## src/rtl/drive_circuit_mask_sequencer_pkg.sv

```systemverilog
// Shared state encoding and default widths for the drive-circuit mask sequencer and decoder.
package drive_circuit_mask_sequencer_pkg;

  typedef enum logic {
    IDLE  = 1'b0,
    ISSUE = 1'b1
  } state_t;

  localparam int unsigned DEF_NUM_QUBIT_PER_BANK = 16;
  localparam int unsigned DEF_NUM_BANK           = 2;
  localparam int unsigned DEF_NUM_QUBIT          = DEF_NUM_BANK * DEF_NUM_QUBIT_PER_BANK;
  localparam int unsigned DEF_START_TIME_WIDTH   = 24;
  localparam int unsigned DEF_PHASE_WIDTH        = 12;

endpackage

```

## src/rtl/drive_circuit_bank_priority_picker.sv

```systemverilog
// Combinational one-hot of the highest set bit within one bank slice.
module drive_circuit_bank_priority_picker #(
  parameter int unsigned NUM_QUBIT_PER_BANK = 16
) (
  input  logic [NUM_QUBIT_PER_BANK-1:0] slice,
  output logic [NUM_QUBIT_PER_BANK-1:0] onehot
);

  // Ascending scan: the last (highest) set bit overwrites any lower one.
  always_comb begin
    onehot = '0;
    for (int unsigned i = 0; i < NUM_QUBIT_PER_BANK; i++) begin
      if (slice[i]) begin
        onehot    = '0;
        onehot[i] = 1'b1;
      end
    end
  end

endmodule

```

## src/rtl/drive_circuit_mask_sequencer.sv

```systemverilog
// Splits a multi-qubit command into passes with at most one qubit per bank.
// Optional stall input enabled by defining DRIVE_MASK_SEQ_STALL_EN.
module drive_circuit_mask_sequencer
  import drive_circuit_mask_sequencer_pkg::*;
#(
  parameter int unsigned NUM_QUBIT          = DEF_NUM_QUBIT,
  parameter int unsigned NUM_QUBIT_PER_BANK = DEF_NUM_QUBIT_PER_BANK,
  parameter int unsigned NUM_BANK           = DEF_NUM_BANK,
  parameter int unsigned START_TIME_WIDTH   = DEF_START_TIME_WIDTH,
  parameter int unsigned PHASE_WIDTH        = DEF_PHASE_WIDTH
) (
  input  logic                        clk,
  input  logic                        rst,
  input  logic [NUM_QUBIT-1:0]        mask_in,
  input  logic [START_TIME_WIDTH-1:0] start_time_in,
  input  logic                        z_corr_mode_in,
  input  logic [PHASE_WIDTH-1:0]      phase_in,
  input  logic                        valid_in,
`ifdef DRIVE_MASK_SEQ_STALL_EN
  input  logic                        stall_in,
`endif
  output logic                        ready_out,
  output logic [NUM_QUBIT-1:0]        mask_out,
  output logic                        valid_out,
  output logic                        global_wr_en_out,
  output logic [START_TIME_WIDTH-1:0] start_time_out,
  output logic                        z_corr_mode_out,
  output logic [PHASE_WIDTH-1:0]      phase_out,
  output logic                        last_out,
  output logic                        busy_out
);

  state_t                 state_q, state_d;
  logic [NUM_QUBIT-1:0]   rem_q, rem_d, sel, rem_rest;
  logic                   load;
  logic                   stall;

`ifdef DRIVE_MASK_SEQ_STALL_EN
  assign stall = stall_in;
`else
  assign stall = 1'b0;
`endif

  for (genvar b = 0; b < NUM_BANK; b++) begin : g_bank
    drive_circuit_bank_priority_picker #(
      .NUM_QUBIT_PER_BANK(NUM_QUBIT_PER_BANK)
    ) u_picker (
      .slice  (rem_q[b*NUM_QUBIT_PER_BANK +: NUM_QUBIT_PER_BANK]),
      .onehot (sel[b*NUM_QUBIT_PER_BANK +: NUM_QUBIT_PER_BANK])
    );
  end

  assign rem_rest = rem_q & ~sel;

  always_comb begin
    state_d   = state_q;
    rem_d     = rem_q;
    load      = 1'b0;
    ready_out = 1'b0;
    valid_out = 1'b0;
    mask_out  = '0;
    last_out  = 1'b0;
    case (state_q)
      IDLE: begin
        ready_out = 1'b1;
        // An empty mask is consumed here without loading fields or issuing.
        if (valid_in && (mask_in != '0)) begin
          rem_d   = mask_in;
          load    = 1'b1;
          state_d = ISSUE;
        end
      end
      ISSUE: begin
        if (!stall) begin
          valid_out = 1'b1;
          mask_out  = sel;
          last_out  = (rem_rest == '0);
          rem_d     = rem_rest;
          if (rem_rest == '0) state_d = IDLE;
        end
      end
    endcase
  end

  always_ff @(posedge clk) begin
    if (rst) begin
      state_q          <= IDLE;
      rem_q            <= '0;
      global_wr_en_out <= 1'b0;
      start_time_out   <= '0;
      z_corr_mode_out  <= 1'b0;
      phase_out        <= '0;
    end else begin
      state_q          <= state_d;
      rem_q            <= rem_d;
      global_wr_en_out <= valid_out;
      if (load) begin
        start_time_out  <= start_time_in;
        z_corr_mode_out <= z_corr_mode_in;
        phase_out       <= phase_in;
      end
    end
  end

  assign busy_out = (state_q == ISSUE) | global_wr_en_out;

endmodule
```

## config.mk

```make
export PLATFORM = sky130hd
export DESIGN_NAME = drive_circuit_mask_sequencer
export DESIGN_NICKNAME = d
export VERILOG_FILES = /design/src/rtl/drive_circuit_mask_sequencer_pkg.sv /design/src/rtl/drive_circuit_bank_priority_picker.sv /design/src/rtl/drive_circuit_mask_sequencer.sv
export SDC_FILE = /design/constraint.sdc
export NUM_CORES = 1
export LEC_CHECK = 0
export CORE_ASPECT_RATIO = 0.8
export CORE_MARGIN = 1
export CORE_UTILIZATION = 47
export CTS_CLUSTER_DIAMETER = 50
export CTS_CLUSTER_SIZE = 20
export DETAILED_ROUTE_END_ITERATION = 7
export MAX_ROUTING_LAYER = met4
export PLACE_DENSITY = 0.89
export SYNTH_ARGS = -nofsm -noshare
export SYNTH_HDL_FRONTEND = slang
export SYNTH_HIERARCHICAL = 1
export SYNTH_SLANG_ARGS = --single-unit
```

## constraint.sdc

```tcl
create_clock -name clk -period 7.48 [get_ports clk]
set_input_delay 1.496 -clock clk [delete_from_list [all_inputs] [get_ports clk]]
set_output_delay 1.496 -clock clk [all_outputs]
set_load 0.05 [all_outputs]
```

Word level (Yosys, flattened, before mapping)
Cells that the tools add are included.
W data, S select, Z words.
{"block": "word_totals", "register_bits": 71, "inputBits": 72, "out_inout_bits": 74, "wordCells": 56}
{"block": "op_classes", "eq_ne": 1, "mux": 42, "n_bitwise": 4, "n_reduce_logical": 3}
{"cell": "$mux W32", "n": 2}
{"cell": "$pmux W32 S2", "n": 1}
{"cell": "$and A32 B32 Y32", "n": 1}
{"cell": "$logic_not A32 Y1", "n": 1}
{"cell": "$mux W16", "n": 2}
{"cell": "$not A32 Y32", "n": 1}
{"cell": "$reduce_bool A32 Y1", "n": 1}
{"cell": "$mux W15", "n": 2}
{"cell": "$mux W14", "n": 2}
{"cell": "$mux W13", "n": 2}
{"cell": "$mux W12", "n": 2}
{"cell": "$mux W11", "n": 2}
{"cell": "$mux W10", "n": 2}
{"cell": "$mux W9", "n": 2}
{"cell": "$mux W8", "n": 2}
{"cell": "$mux W7", "n": 2}
{"cell": "$mux W6", "n": 2}
{"cell": "$mux W5", "n": 2}
{"cell": "$mux W1", "n": 8}
{"cell": "$mux W4", "n": 2}
{"cell": "$mux W3", "n": 2}
{"cell": "$mux W2", "n": 2}
{"cell": "$ne A2 B2 Y1 const B", "n": 1}
{"cell": "$pmux W1 S2", "n": 1}
{"cell": "3 further kinds", "n": 3}

Longest topological paths before layout
Gate-level depths: netlist of run 1.
{"block": "logic_depth", "ltp_word": 21, "depth_mapped": 8, "depth_no_buf": 7}

Cells and area by module
Netlist of run 1, hierarchy kept.
{"mod": "drive_circuit_mask_sequencer", "instances": 1, "cells_each": 350, "area_each_um2": 3190.6, "seq_area_each_um2": 1421.4}
{"mod": "drive_circuit_bank_priority_picker", "instances": 2, "cells_each": 31, "area_each_um2": 210.2, "seq_area_each_um2": 0.0}

Least setup slack after synthesis of run 1
OpenSTA, ideal clock, no wires.
{"block": "synth_path", "path_type": "reg-to-output", "from": "register rem_q[11]", "to": "output port last_out", "arrival_ns": 3.374, "required_time_ns": 5.984, "setup_slack_ns": 2.610, "stages_incl_launch_ff": 8, "n_path_buf": 1, "cell_sequence": "dfxtp_1 -> or4_1 -> buf_2 -> nor4_1 -> nor2b_1 -> nor4_1 -> nand4_1 -> nor4_1"}
{"block": "synth_via", "elab_chain_cells": 9}
{"item": "from (decl)", "line_no": "drive_circuit_mask_sequencer.sv:34", "text": "logic [NUM_QUBIT-1:0] rem_q, rem_d, sel, rem_rest;"}
{"item": "from (signal assigned)", "line_no": "drive_circuit_mask_sequencer.sv:95", "text": "rem_q <= rem_d;"}
{"item": "$mux W12", "line_no": "drive_circuit_bank_priority_picker.sv:13", "text": "if (slice[i]) begin"}
{"item": "$mux W13", "line_no": "drive_circuit_bank_priority_picker.sv:13"}
{"item": "$mux W14", "line_no": "drive_circuit_bank_priority_picker.sv:13"}
{"item": "$mux W15", "line_no": "drive_circuit_bank_priority_picker.sv:13"}
{"item": "$mux W16", "line_no": "drive_circuit_bank_priority_picker.sv:13"}
{"item": "via sel[0]", "line_no": "drive_circuit_mask_sequencer.sv:34"}
{"item": "$not A32 Y32", "line_no": "drive_circuit_mask_sequencer.sv:53", "text": "assign rem_rest = rem_q & ~sel;"}
{"item": "$and A32 B32 Y32", "line_no": "drive_circuit_mask_sequencer.sv:53"}
{"item": "$logic_not A32 Y1", "line_no": "drive_circuit_mask_sequencer.sv:77", "text": "last_out = (rem_rest == '0);"}
{"item": "$mux W1", "line_no": "drive_circuit_mask_sequencer.sv:63", "text": "case (state_q)"}
{"item": "to (decl)", "line_no": "drive_circuit_mask_sequencer.sv:29", "text": "output logic last_out,"}
The timed path passes the listed nets, and every way through them passes these cells.

Final worst setup path of run 1
{"block": "layout_path", "from": "register rem_q[27]", "to": "output port last_out"}
Same word-level chain as after synthesis.

==> results of run 1 <==
[worst max-delay path: stages, from the launching register on]
cell,delay (ps)
dfxtp_1,360
or4_1,700
nor4_1,430
nor2b_1,130
nor4_1,310
nand4_1,150
nor4_1,440
clkdlybuf4s50_1,890
[Yosys cell counts]
library cell | instances | area [sq um]
nor2_1 | 88 | 330
dfxtp_1 | 71 | 1420
mux2i_1 | 38 | 380
and2_1 | 31 | 194
o221a_2 | 31 | 349
nor2b_1 | 26 | 163
nor4_1 | 26 | 163
clkbuf_1 | 17 | 63.8
nand2b_1 | 12 | 75.1
inv_1 | 10 | 37.5
a21oi_1 | 9 | 45.0
nor3_1 | 6 | 30.0
buf_2 | 5 | 25.0
nor3b_1 | 5 | 37.5
nand4_1 | 4 | 25.0
nor4b_1 | 4 | 35.0
or3b_2 | 4 | 35.0
or4_1 | 4 | 30.0
or4b_2 | 4 | 40.0
buf_4 | 3 | 22.5
buf_6 | 3 | 33.8
buf_1 | 2 | 7.51
or4_4 | 2 | 22.5
inv_2 | 1 | 3.75
nand2_1 | 1 | 3.75
nand3_1 | 1 | 5.00
o2111ai_1 | 1 | 8.76
o211ai_2 | 1 | 12.5
o21ai_0 | 1 | 5.00
or2_2 | 1 | 6.26
[path summary, 6_finish.rpt]
kind / end / start / cells past startpoint
worst max register to register: state_q / rem_q[27] / 7
worst max-delay path: last_out / rem_q[27] / 7
worst min register to register: start_time_out[12] / start_time_out[12] / 2
worst min-delay path: start_time_out[12] / start_time_out[12] / 2
[power breakdown]
| part | leakage, nW | total (mW) | internal (mW) | switching, mW |
|---|---|---|---|---|
| logic | 1.43 | 0.278 | 0.121 | 0.157 |
| clock network | 0.123 | 0.375 | 0.223 | 0.152 |
| registers | 0.587 | 0.433 | 0.406 | 0.0265 |
[cell type report]
class,count,area share (%)
clock buffer,9,2.33
multi-input combinational,300,37.7
timing repair buffer,148,27.6
inverter,11,0.777
sequential,71,26.8
tap,105,2.47
clock inverter,7,2.28
[sequential cells by signal, summed over array words and instances, names as in the netlist]
| register | count |
|---|---|
| global_wr_en_out | 1 |
| phase_out | 12 |
| start_time_out | 24 |
| state_q | 1 |
| rem_q | 32 |
| z_corr_mode_out | 1 |
[per-stage QoR]
| step | util (%) | cell area (sq um) | hold slack, ps |
|---|---|---|---|
| final | 71.5 | 5310 | 504 |
| after global routing | 71.5 | 5310 | 533 |
| after CTS | 71.5 | 5310 | 508 |
| after detailed placement | 68.2 | 5070 | 486 |
| after global placement | 68.2 | 5070 | 473 |
| after floorplan | - | 3610 | 503 |
[logic make-up (layout without fill, tap and decap cells)]
family	count (synthesis)	after routing	share of synthesized area [%]
buffers and inverters	41	175	5.37
flip-flops	71	71	39.4
multiplexers	38	38	10.5
AO/OA/AOI/OAI	43	43	11.6
AND/OR/NAND/NOR	219	219	33.1
[per-layer routing]
metal  track usage [%]  wire length, microns  up-vias
li1                  -                     -     1730
met1              36.9                  4890     1741
met2              45.0                  5280      177
met3              7.92                   894       11
met4              6.23                   105        0
met5                 -                     0        -
==> summary.md, run 1 <==
| Metric | Value |
|---|---|
| Crit path launch type | `flip-flop` |
| Input/output buffers | `approximately 150` |
| Clock sink total | `71` |
| HPWL after DPL | `~8 mm` |
| Clock-pin slew on the worst setup and hold paths | `around 80 ps` |
| Clock skew | `between 10 and 15 ps` |
| # rows | `28` |
| Worst Path Required | `5980 ps` |
| I/O pins | `146` |
| Most frequent cells in the layout | `clkdlybuf4s50_1 (144), nor2_1 (88), dfxtp_1 (71)` |
| Later-pin clock latency in the skew report | `between 300 and 400 ps` |
| Total power | `about 1.1 mW` |
| Grt ovf | `0` |
| DRT iter0 DRCs | `296` |
| Leakage | `between 2 and 2.5 nW` |
| Average instance area after synthesis | `between 8 and 9 sq um` |
| Total Routed Length | `11.2 mm` |
| Synth Register Bits | `71` |
| Power Density | `204 mW/mm^2` |
| Setup tns final | `0 ps` |
| Post-Synthesis Cells | `just over 400` |
| Critical path class | `flip-flop to primary output` |
| Post-CTS Hold Fix Bufs | `0` |
| Most common cell after layout, fill and taps aside | `clkdlybuf4s50_1` |
| R2R Setup Slk | `4730 ps` |
| Fmax | `~190 MHz` |
| Placed cell count | `~640` |
| Status | `finished clean` |
| Vias per std cell | `5.62` |
| Largest net degree at the start of global routing | `~70` |
| Slew headroom | `approximately 22%` |
| Setup Fix Bufs, Post-CTS | `0` |
| Post-CTS Resized | `0` |
| Slew Limit Fails | `0` |
| Post-Syn Area | `approximately 0.0036 sq mm` |
| Area of the multi-input gates | `roughly 0.002 sq mm` |
| Final Hold Viols | `0` |
| Vias post-DR | `roughly 3700` |
| ANT cells | `0` |
| Fin crit share | `between 70 and 80%` |
| First-pass GRT wire length | `about 17 mm` |
| Layout cells sized above 1 | `11.7%` |
| Initial antenna violation count | `0` |
| Register Area | `0.00142 sq mm` |
| Worst Setup End Kind | `primary output` |
| Post-DRT Antenna Nets | `0` |
| Syn nets | `around 480` |
| Vias in the first global route | `~3500` |
| H-tree levels | `3` |
| Fin crit period | `between 5000 and 6000 ps` |
| DRC viols | `0` |
| Post-synth cell types | `30` |
| Ys Warns | `6` |
| Root Buffer | `clkbuf_8` |
| Area grow syn2layout | `47.1%` |
| 1st-pass router iterations | `5` |
| RSZ-0062 raised after global routing | `no` |
| Register area share after synthesis | `between 30% and 40%` |
| Total GRT Usage | `between 20% and 30%` |
| Max IR drop VDD | `~130 uV` |
| CORE AREA | `about 0.0074 sq mm` |
| Die width | `roughly 100 microns` |
| Worst Slack Setup Final | `between 2000 and 2500 ps` |
| Worst min path class | `flip-flop to flip-flop` |
| Die Ht | `80.4 microns` |
| Final nets | `between 600 and 700` |
| Wire per inst | `between 15 and 20 microns` |
| GP Congestion | `around 0.90` |
| Maximum capacitance violations | `0` |
| Slew @ Worst Pin | `1160 ps` |
| Initial core utilization | `48.6%` |
| Die footprint | `~0.0080 sq mm` |
| Clock Path Buffers | `2` |
| CTS tree | `built` |
| Non-Filler Instances | `roughly 650` |
| Fillers | `about 600` |
| Finish-stage setup viols | `0` |
| CTS buffer count | `9` |
| Place WS | `2660 ps` |
| Crit path DAT | `~3800 ps` |
| Critical path peak fanout | `8` |
(Power assumes the default switching activity.)
==> run 2, diff against run 1 <==
--- a/config.mk
+++ b/config.mk
@@ -7,12 +7,12 @@
 export LEC_CHECK = 0
 export CORE_ASPECT_RATIO = 0.8
 export CORE_MARGIN = 1
-export CORE_UTILIZATION = 47
+export CORE_UTILIZATION = 44
 export CTS_CLUSTER_DIAMETER = 50
 export CTS_CLUSTER_SIZE = 20
 export DETAILED_ROUTE_END_ITERATION = 7
 export MAX_ROUTING_LAYER = met4
-export PLACE_DENSITY = 0.89
+export PLACE_DENSITY = 0.84
 export SYNTH_ARGS = -nofsm -noshare
 export SYNTH_HDL_FRONTEND = slang
 export SYNTH_HIERARCHICAL = 1
==> constraint.sdc (replaced) <==
create_clock -name clk -period 4.84 [get_ports clk]
set_input_delay 0.968 -clock clk [delete_from_list [all_inputs] [get_ports clk]]
set_output_delay 0.968 -clock clk [all_outputs]
set_load 0.05 [all_outputs]
==> summary.md, run 2 (synthesized netlist as in run 1, its figures left out) <==
| Metric | Value |
|---|---|
| Status | `finished clean` |
| Fillers | `648` |
| Final nets | `just over 600` |
| Placed cell count | `roughly 640` |
| Final Core Density | `between 60% and 70%` |
| Crit path depth | `7` |
| Input/output buffers | `approximately 150` |
| 1st-pass router iterations | `5` |
| Crit-path cells | `or4_1, nor4_1, nor2b_1, nor4_1, nand4_1, nor4_1, dlymetal6s2s_1` |
| Critical R2R Capture | `state_q` |
| Slew Limit Fails | `0` |
| Reg2reg path depth | `7` |
| Worst Setup SP | `rem_q[27]` |
| Final Hold Viols | `0` |
| Maximum capacitance violations | `0` |
| Area grow syn2layout | `46.5%` |
| CTS buffer count | `9` |
| Finish-stage setup viols | `0` |
| CP dominant cell by count | `nor4_1` |
| CP endpoint | `last_out` |
| Design Area, Final | `approximately 0.0053 sq mm` |
| Worst Slack Setup Final | `~570 ps` |
| Crit path DAT | `between 3000 and 4000 ps` |
| Wire per inst | `roughly 17 microns` |
| Vias per std cell | `between 5 and 6` |
| HPWL after DPL | `just under 8 mm` |
| GP Congestion | `around 0.91` |
| Critical path peak fanout | `8` |
| Power Density | `301 mW/mm^2` |
| Register Area | `roughly 0.0014 sq mm` |
| Die Ht | `83.0 microns` |
| Layout cells sized above 1 | `between 10% and 20%` |
| Worst Setup End Kind | `primary output` |
| DRC viols | `0` |
| Total GRT Usage | `between 20 and 30%` |
| Most frequent cells in the layout | `clkdlybuf4s50_1 (143), nor2_1 (88), dfxtp_1 (71)` |
| Vias in the first global route | `3493` |
| Die width | `103 microns` |
| Grt met2 use | `approximately 43%` |
| Clock sink total | `between 70 and 80` |
| Later-pin clock latency in the skew report | `~350 ps` |
| Placed cell area | `~0.005 sq mm` |
| Setup Fix Bufs, Post-CTS | `0` |
| Max IR drop VDD | `about 220 uV` |
| Max FFs per register | `32` |
| Routing usage on met3 | `under 10%` |
| CP max-delay cell | `or4_1` |
| FF-to-FF Start | `rem_q[27]` |
| Gr busiest metal | `met2` |
| First-pass GRT wire length | `17.5 mm` |
| Clock-pin slew on the worst setup and hold paths | `about 80 ps` |
| Initial antenna violation count | `0` |
| Setup tns final | `0 ps` |
| Total Routed Length | `about 11 mm` |
| Worst Path Required | `slightly below 4000 ps` |
| Most common cell after layout, fill and taps aside | `clkdlybuf4s50_1` |
| Largest net degree at the start of global routing | `50` |
| # rows | `29` |
| Met1 usage | `between 30% and 40%` |
| Fin crit share | `around 90%` |
| RSZ-0062 raised after global routing | `no` |
| Root Buffer | `clkbuf_8` |
| Fmax | `between 200 and 250 MHz` |
| Slew headroom | `about 22%` |
| H-tree levels | `3` |
| CTS tree | `built` |
| Post-CTS Resized | `0` |
| Initial core utilization | `between 40 and 50%` |
| Post-DRT Antenna Nets | `0` |
| Most flops, register | `rem_q` |
| Top Registers | `rem_q (32), start_time_out (24), phase_out (12)` |
| Slew @ Worst Pin | `1170 ps` |
| Vias post-DR | `3647` |
| CORE AREA | `around 0.008 sq mm` |
| Clock Path Buffers | `2` |
| Area of the multi-input gates | `approximately 0.002 sq mm` |
| Critical path class | `flip-flop to primary output` |
| Die footprint | `about 0.0086 sq mm` |
| Fin crit period | `around 4300 ps` |
| Leakage | `approximately 2.1 nW` |
| Crit-path leading delay family | `simple AND/OR/NAND/NOR gates` |
| Worst min path class | `flip-flop to flip-flop` |
| DRT iter0 DRCs | `200` |
| Largest stage delay on the critical path | `690 ps` |
| R2R Setup Slk | `2160 ps` |
| Post-CTS Hold Fix Bufs | `0` |
| Buf/Inv on CP | `1` |
| I/O pins | `146` |
| Grt ovf | `0` |
| ANT cells | `0` |
| Clock skew | `between 10 and 15 ps` |
| Place WS | `569 ps` |
| Non-Filler Instances | `654` |
| Crit path launch type | `flip-flop` |
==> run 2: worst min path at each step <==
stage / from / to / slack, ps / depth (start not counted)
6_report: phase_out[11] / phase_out[11] / 500 / 2
5_1_grt: phase_out[5] / phase_out[5] / 540 / 2
4_1_cts: phase_out[11] / phase_out[11] / 510 / 2
3_5_place_dp: start_time_out[11] / start_time_out[11] / 490 / 2
3_3_place_gp: start_time_out[10] / start_time_out[10] / 470 / 2
2_1_floorplan: rem_q[0] / rem_q[0] / 500 / 1
==> run 2: worst min-delay path: cells and delay by family (launching register included) <==
family        cells  cell delay [ps]
flops             1              330
mux               1               70
simple gates      1               70
==> run 2: layout make-up <==
cell class | instances | area share, %
Clock buffer | 9 | 2.34
Clock inverter | 7 | 1.49
Inverter | 11 | 0.781
Multi-Input combinational cell | 300 | 37.9
Sequential cell | 71 | 26.9
Tap cell | 108 | 2.56
Timing Repair Buffer | 148 | 28.1
==> run 2: where the power goes <==
| group | internal [mW] | switching (mW) |
|---|---|---|
| clock | 0.243 | 0.250 |
| combinational | 0.187 | 0.241 |
| sequential | 0.628 | 0.0404 |
==> run 2: routing by layer <==
metal,share of wire (%),vias up
met5,0,-
met4,1.2,0
met3,7.4,14
met2,46,172
met1,45,1738
li1,-,1723
==> run 2: per-stage QoR <==
step / power [mW] / hold slack [ps]
2_1_floorplan: 0.951 / 503
3_3_place_gp: 1.10 / 473
3_5_place_dp: 1.10 / 487
4_1_cts: 1.59 / 507
5_1_grt: 1.65 / 539
6_report: 1.59 / 498
==> run 3, diff against run 2 <==
--- a/config.mk
+++ b/config.mk
@@ -5,15 +5,15 @@
 export SDC_FILE = /design/constraint.sdc
 export NUM_CORES = 1
 export LEC_CHECK = 0
+export CAP_MARGIN = 5
 export CORE_ASPECT_RATIO = 0.8
 export CORE_MARGIN = 1
-export CORE_UTILIZATION = 44
+export CORE_UTILIZATION = 42
 export CTS_CLUSTER_DIAMETER = 50
 export CTS_CLUSTER_SIZE = 20
 export DETAILED_ROUTE_END_ITERATION = 7
 export MAX_ROUTING_LAYER = met4
-export PLACE_DENSITY = 0.84
+export PLACE_DENSITY = 0.83
 export SYNTH_ARGS = -nofsm -noshare
 export SYNTH_HDL_FRONTEND = slang
-export SYNTH_HIERARCHICAL = 1
 export SYNTH_SLANG_ARGS = --single-unit
==> summary.md, run 3 <==
| Metric | Value |
|---|---|
| Crit-path cells | `or4b_2, or2_2, nor2_1, nand2_1, nor3b_1, clkdlybuf4s50_1` |
| R2R Setup Slk | `between 2000 and 2500 ps` |
| I/O pins | `between 100 and 150` |
| Final Core Density | `around two thirds` |
| Power Density | `about 310 mW/mm^2` |
| Post-Syn Area | `0.00327 sq mm` |
| Total power | `1.55 mW` |
| Critical R2R Capture | `rem_q[19]` |
| Slew headroom | `a little over two fifths` |
| Most common cell after layout, fill and taps aside | `clkdlybuf4s50_1` |
| Maximum capacitance violations | `0` |
| Final nets | `624` |
| RSZ-0062 raised after global routing | `no` |
| Worst Path Required | `between 3000 and 4000 ps` |
| Input/output buffers | `around 150` |
| Placed cell count | `around 650` |
| Worst hold slack | `roughly 450 ps` |
| Critical path peak fanout | `13` |
| DRC viols | `0` |
| ANT cells | `0` |
| Vias per std cell | `5.33` |
| Final Hold Viols | `0` |
| Initial core utilization | `43.9%` |
| Grt ovf | `0` |
| Clock power share | `29.7%` |
| Total GRT Usage | `between 20 and 30%` |
| CORE AREA | `around 0.0075 sq mm` |
| Design Area, Final | `roughly 0.005 sq mm` |
| Worst Slack Setup Final | `460 ps` |
| Root Buffer | `clkbuf_8` |
| # rows | `28` |
| Post-synth cell types | `51` |
| Vias post-DR | `about 3500` |
| Comb power frac | `27.4%` |
| HPWL after DPL | `7.49 mm` |
| Setup Fix Bufs, Post-CTS | `0` |
| Total Routed Length | `10.1 mm` |
| Average instance area after synthesis | `between 7 and 8 sq um` |
| Pint | `between 1 and 1.5 mW` |
| Setup tns final | `0 ps` |
| Syn nets | `between 400 and 500` |
| Ys async rst share | `0%` |
| Max IR drop VDD | `roughly 190 uV` |
| Status | `finished clean` |
| Later-pin clock latency in the skew report | `between 300 and 400 ps` |
| Slew Limit Fails | `0` |
| Leakage | `around 1.8 nW` |
| Die width | `between 100 and 150 microns` |
| First-pass GRT wire length | `roughly 16 mm` |
| Vias in the first global route | `between 3000 and 4000` |
| H-tree levels | `3` |
| Max FFs per register | `32` |
| Primary FF master, synth | `dfxtp_1` |
| Crit-path leading delay family | `simple AND/OR/NAND/NOR gates` |
| Fin crit period | `roughly 4400 ps` |
| Clock Path Buffers | `2` |
| Die footprint | `between 0.008 and 0.009 sq mm` |
| CTS buffer count | `9` |
| Fin crit share | `approximately nine tenths` |
| Die Ht | `about 80 microns` |
| Largest stage delay on the critical path | `approximately 870 ps` |
| Most frequent cell after synthesis | `nand2_1` |
| Post-Synthesis Cells | `between 400 and 500` |
| Clock-pin slew on the worst setup and hold paths | `80 ps` |
| Top Registers | `rem_q (32), start_time_out (24), phase_out (12)` |
| Place WS | `833 ps` |
| Cell taking the most area after synthesis | `dfxtp_1` |
| 1st-pass router iterations | `5` |
| Top-area cell type share of the netlist area | `a little over two fifths` |
| Net Sw Frac | `between 30% and 40%` |
| Wire per inst | `between 15 and 20 microns` |
| Initial antenna violation count | `0` |
| Main area contributors after synthesis | `dfxtp_1 (43%), nand2_1 (10%), a21oi_1 (7.8%), mux2i_1 (5.2%), nor2_1 (4.1%)` |
| DRT iter0 DRCs | `155` |
| FF-to-FF Start | `state_q` |
| Fmax | `around 230 MHz` |
| Synth Register Bits | `between 70 and 80` |
| Most frequent cells in the layout | `clkdlybuf4s50_1 (144), nand2_1 (91), dfxtp_1 (71)` |
| Ys Warns | `0` |
| Placed cell area | `0.00476 sq mm` |
| Crit path depth | `6` |
| Non-Filler Instances | `661` |
| Sequential share of power | `42.9%` |
| Crit path launch type | `flip-flop` |
| Post-CTS Resized | `0` |
| Post-DRT Antenna Nets | `0` |
| Post-CTS Hold Fix Bufs | `0` |
| Worst Setup End Kind | `primary output` |
| Finish-stage setup viols | `0` |
| Buf/Inv on CP | `1` |
| Slew @ Worst Pin | `roughly 860 ps` |
| CTS tree | `built` |
| CP max-delay cell | `clkdlybuf4s50_1` |
| Crit path DAT | `3410 ps` |
| Clock sink total | `71` |
| Layout cells sized above 1 | `under 10%` |
| Reg2reg path depth | `6` |
| Critical path class | `flip-flop to primary output` |
| Most flops, register | `rem_q` |
| CP endpoint | `mask_out[19]` |
| NetSw | `between 0.5 and 0.6 mW` |
| Register area share after synthesis | `43.4%` |
| Post-synth EDFFs | `0` |
| Largest net degree at the start of global routing | `39` |
| Worst min path class | `flip-flop to flip-flop` |
| Clock skew | `roughly 11 ps` |
| Worst Setup SP | `state_q` |
| Top cells by count, synth | `nand2_1 (91), dfxtp_1 (71), a21oi_1 (51)` |
| GP Congestion | `between 0.8 and 0.9` |
| Area grow syn2layout | `51.0%` |
run 3: final cells by class:
type,count,area (sq um)
clock inverters,6,62.6
multi-input cells,318,1720
fillers,632,2520
flip-flops and latches,71,1420
repair buffers,148,1470
well taps,105,131
clock buffers,9,124
inverters,4,15.0
run 3: per-layer routing:
metal	up-vias	GRT usage, %	share of wire [%]
met1	1637	31.7	44
li1	1737	-	-
met3	18	5.68	6.0
met2	128	39.3	48
met5	-	-	0
met4	0	8.99	1.9
run 3: logic make-up after synthesis:
kind of cell	synth area share (%)
compound gates	12.7
mux	5.20
simple gates	33.7
flops	43.4
fa+ha+maj	0.650
buf+inv	4.32
run 3: worst min path at each step:
| stage | from | cells past startpoint | endpoint | slack, ps |
|---|---|---|---|---|
| 6_report | start_time_out[18] | 2 | start_time_out[18] | 450 |
| 5_1_grt | start_time_out[6] | 2 | start_time_out[6] | 470 |
| 4_1_cts | start_time_out[18] | 2 | start_time_out[18] | 460 |
| 3_5_place_dp | start_time_out[18] | 2 | start_time_out[18] | 450 |
| 3_3_place_gp | phase_out[3] | 2 | phase_out[3] | 440 |
| 2_1_floorplan | rem_q[25] | 2 | rem_q[25] | 460 |
run 3: power groups by stage:
stage / Combinational, mW / Sequential, mW / Clock (mW)
floorplan: 0.201 / 0.736 / 0
global placement: 0.414 / 0.673 / 0
detailed placement: 0.421 / 0.677 / 0
CTS: 0.423 / 0.663 / 0.468
global route: 0.453 / 0.671 / 0.497
finish: 0.423 / 0.664 / 0.459
run 3: worst min-delay path, delay by kind of cell, from the launching register on:
kind	cells	cell delay, ps
flip-flops	1	310
AO/OA/AOI/OAI	1	50
AND/OR/NAND/NOR	1	50
==> RTL change 1 (flow settings as in run 3) <==
`DEF_PHASE_WIDTH`: 12 -> 14.
--- a/src/rtl/drive_circuit_mask_sequencer_pkg.sv
+++ b/src/rtl/drive_circuit_mask_sequencer_pkg.sv
@@ -12,3 +12,3 @@
   localparam int unsigned DEF_START_TIME_WIDTH   = 24;
-  localparam int unsigned DEF_PHASE_WIDTH        = 12;
+  localparam int unsigned DEF_PHASE_WIDTH        = 14;
 
Interface: changed (resized phase_in and phase_out); port bits go from 146 to 150. The function was not compared with the original's and may differ.
==> RTL change 1 against run 3 <==
Global-route usage grew 0.57 points; core utilization fell by 0.42 points; design area increased by 5.8%; worst setup slack gained 0.22 ns; area after synthesis is 5.5% higher; total power is 11% higher; non-clock buffer count increased by 5; sequential cell count rose by 2; sequential share of layout area decreased by 0.82 points; wire length grew 5.3%.
==> RTL change 1: results (changes against run 3) <==
Routing usage on met2: 0.393 (about the same)
Met3 WL: 743 um (+22%)
Vias in the first global route: 3,457 (+6.1%)
DP HPWL: 7.77 mm (+3.7%)
Setup Skew: 0.0114 ns (+0.000200 ns)
Met1 usage: 0.334 (+0.0168)
Crit-path max FO: 8 (-5)
Post-Syn Nets: 504 (+2.4%)
Max incr delay on CP: 0.84 ns (-0.03 ns)
Worst EP arrival: 3.19 ns (-0.22 ns)
Number of library cell types mapped by synthesis: 53 (+3.9%)
Total track usage: 0.256 (+0.00566)
Largest cells by area after synthesis: dfxtp_1 (42%), nand2_1 (11%), a21oi_1 (7.2%)
Slew HR: 0.491 (+0.0647)
DR vias: 3,754 (+6.6%)
Outcome: finished, final reports clean
DRT iter0 DRCs: 152 (-1.9%)
Met1 wire length: 4.70 mm (+4.2%)
Fillcell total: 659 (+4.3%)
Top cells by count, synth: nand2_1 (98), dfxtp_1 (73), a21oi_1 (50), nor2_1 (28), nor3_1 (19)
Nets: 641 (+2.7%)
Peak VDD IR: 0.168 mV (-12%)
Layout cells sized above 1: 0.0787 (+0.0229)
Kind of cell adding the most delay to the critical path: buffers and inverters
Placer Congestion: 0.908 (+7.2%)
Biggest regs: rem_q x32, start_time_out x24, phase_out x14
DR WL met2: 4.99 mm (+3.6%)
==> RTL change 1: cell types whose count changed after synthesis, sizes merged, moves of 5 or more <==
cell,delta
nor2,-9
clkbuf,-5
nand2,+8
buf,+5
==> RTL change 1: final timing paths <==
kind	start	endpoint	slack [ns]	cells after the start
min reg2reg	start_time_out[15]	start_time_out[15]	0.46	2
max	rem_q[14]	last_out	0.68	7
max reg2reg	state_q	rem_q[29]	2.76	5
min	start_time_out[15]	start_time_out[15]	0.46	2
==> RTL change 1: cells by family after synthesis <==
kind of cell,synth area share
AND/OR/NAND/NOR,0.338
flip-flops,0.423
buffers and inverters,0.0431
multiplexers,0.0464
AO/OA/AOI/OAI,0.149
==> RTL change 1: where the power goes <==
group	switching [mW]	leakage, nW	internal, mW	total, mW
sequential	0.0449	0.600	0.642	0.686
clock	0.231	0.121	0.346	0.577
combinational	0.272	1.16	0.186	0.458
==> RTL change 1: cell type report <==
type | count | area share
Clock buffer | 10 | 0.0244
Clock inverter | 6 | 0.0215
Inverter | 7 | 0.00502
Multi-Input combinational cell | 323 | 0.354
Sequential cell | 73 | 0.279
Tap cell | 108 | 0.0258
Timing Repair Buffer | 153 | 0.290
==> RTL change 1: per-stage QoR <==
step / instance area (um^2) / util / hold WS (ns) / setup slack (ns) / cells
final: 5230 / 0.658 / 0.457 / 0.678 / 680
after detailed placement: 4990 / 0.628 / 0.446 / 1.07 / 664
after CTS: 5230 / 0.658 / 0.459 / 0.798 / 680
after floorplan: 3450 / - / 0.483 / 0.605 / 430
after global placement: 4990 / 0.628 / 0.441 / 1.18 / 664
after global routing: 5230 / 0.658 / 0.476 / 0.611 / 680
==> RTL change 2 (config.mk and constraints of run 3) <==
Without the edit above. Register the input `z_corr_mode_in` before use. The logic sees it one clock later. The other inputs are not delayed to match.
--- a/src/rtl/drive_circuit_mask_sequencer.sv
+++ b/src/rtl/drive_circuit_mask_sequencer.sv
@@ -31,2 +31,8 @@
 );
+
+  logic z_corr_mode_q;
+
+  always_ff @(posedge clk) begin
+    z_corr_mode_q <= z_corr_mode_in;
+  end
 
@@ -98,3 +104,3 @@
         start_time_out  <= start_time_in;
-        z_corr_mode_out <= z_corr_mode_in;
+        z_corr_mode_out <= z_corr_mode_q;
         phase_out       <= phase_in;
Formal check against the unedited RTL: not equivalent (Yosys sat finds a counterexample within 4 cycles, from zero or initial values and one cycle with rst high).
==> RTL change 2 against run 3 <==
Count of clock-buffer cells in the layout increased by 1; sequential share of layout area increased by 0.13 points; critical endpoint is now last_out; total power increased by 2.0%; sequential cell count increased by 1; via count about the same; synthesized cell count decreased by 1.7%; register-to-register slack got worse by 0.28 ns; design area increased by 0.94%; critical path depth unchanged; area after synthesis increased by 0.15%; critical path type unchanged; clock power increased by 3%; worst setup slack got worse by 0.26 ns; non-clock buffer count increased by 2; wire length decreased by 2.6%.
==> RTL change 2: results (changes against run 3) <==
Actual slew at the worst max-slew pin: 0.810 ns (-0.0476 ns)
Leak pwr: 1.82 nW (+1.3%)
Setup crit start: rem_q[12]
Clock transition at path regs: 0.08 ns (about the same)
DRT iter0 DRCs: 143 (-7.7%)
Post-synthesis sequential area ratio: 0.440 (+0.00544)
Largest cells by area after synthesis: dfxtp_1 (44%), nand2_1 (11%), a21oi_1 (7.6%)
Number of library cell types mapped by synthesis: 45 (-12%)
Setup Skew: 0.0116 ns (+0.000335 ns)
Setup ws final: 0.202 ns (-0.258 ns)
Worst Hold Path EP: z_corr_mode_out
Share of power burned in registers: 0.426 (-0.003)
Peak VDD IR: 0.174 mV (-9.2%)
Vias in the first global route: 3,278 (+0.61%)
Post-synthesis cell count: 413 (-1.7%)
Fin cells: 659 (-0.30%)
Crit-path max FO: 8 (-5)
Clock latency on the worst-skew pair: 0.35 ns
Ant diodes: 0 (unchanged)
Layout cells sized above 1: 0.0560 (+0.000201)
FF-to-FF End: state_q
Nets: 621 (-0.48%)
WHS: 0.446 ns (-0.00890 ns)
Comb group: 0.433 mW (+2%)
Post-Syn Nets: 485 (-1.4%)
Routed vias/inst: 5.34 (+0.33%)
R2R setup slack: 2.13 ns (-0.28 ns)
Sw frac: 0.337 (+0.00147)
Hold wc startpoint: z_corr_mode_q
Placer Congestion: 0.898 (+6.0%)
Worst slack, placed: 0.651 ns (-0.182 ns)
Final wirelength: 9.86 mm (-2.6%)
Crit path to: last_out
Port Buffer Count: 145 (unchanged)
Total track usage: 0.252 (+0.00173)
Most frequently used flop master after synthesis: dfxtp_1
Worst EP arrival: 3.67 ns (+0.26 ns)
Number of instances in the placed design: 643 (-0.46%)
Pin count of the biggest net entering global routing: 72 (+85%)
Top cells by count, synth: nand2_1 (93), dfxtp_1 (72), a21oi_1 (50), nor2_1 (28), nor3_1 (28)
First-pass GRT wire length: 15.5 mm (-0.22%)
Outcome: finished, final reports clean
DP HPWL: 7.10 mm (-5.2%)
## RTL change 2: final cells by class
class,count,area [um^2]
multi-input combinational,311,1720
inverter,5,18.8
sequential,72,1440
timing repair buffer,150,1480
fill,650,2470
tap,105,131
clock buffer,10,128
clock inverter,6,67.6
## RTL change 2: layer usage
| metal | up-vias | track usage | wire length (um) |
|---|---|---|---|
| met2 | 146 | 0.390 | 4530 |
| met3 | 16 | 0.0731 | 725 |
| met1 | 1613 | 0.319 | 4460 |
| li1 | 1746 | - | - |
| met4 | 0 | 0.0783 | 142 |
| met5 | - | - | 0 |
## RTL change 2: through the flow
stage	power [mW]	area [um^2]
finish	1.58	4990
global route	1.65	4990
CTS	1.59	4990
detailed placement	1.11	4790
global placement	1.11	4790
floorplan	0.950	3280
## RTL change 2: logic make-up after synthesis
group	share of synthesized area
simple gates	0.324
compound gates	0.149
flops	0.440
buf+inv	0.0389
mux	0.0489
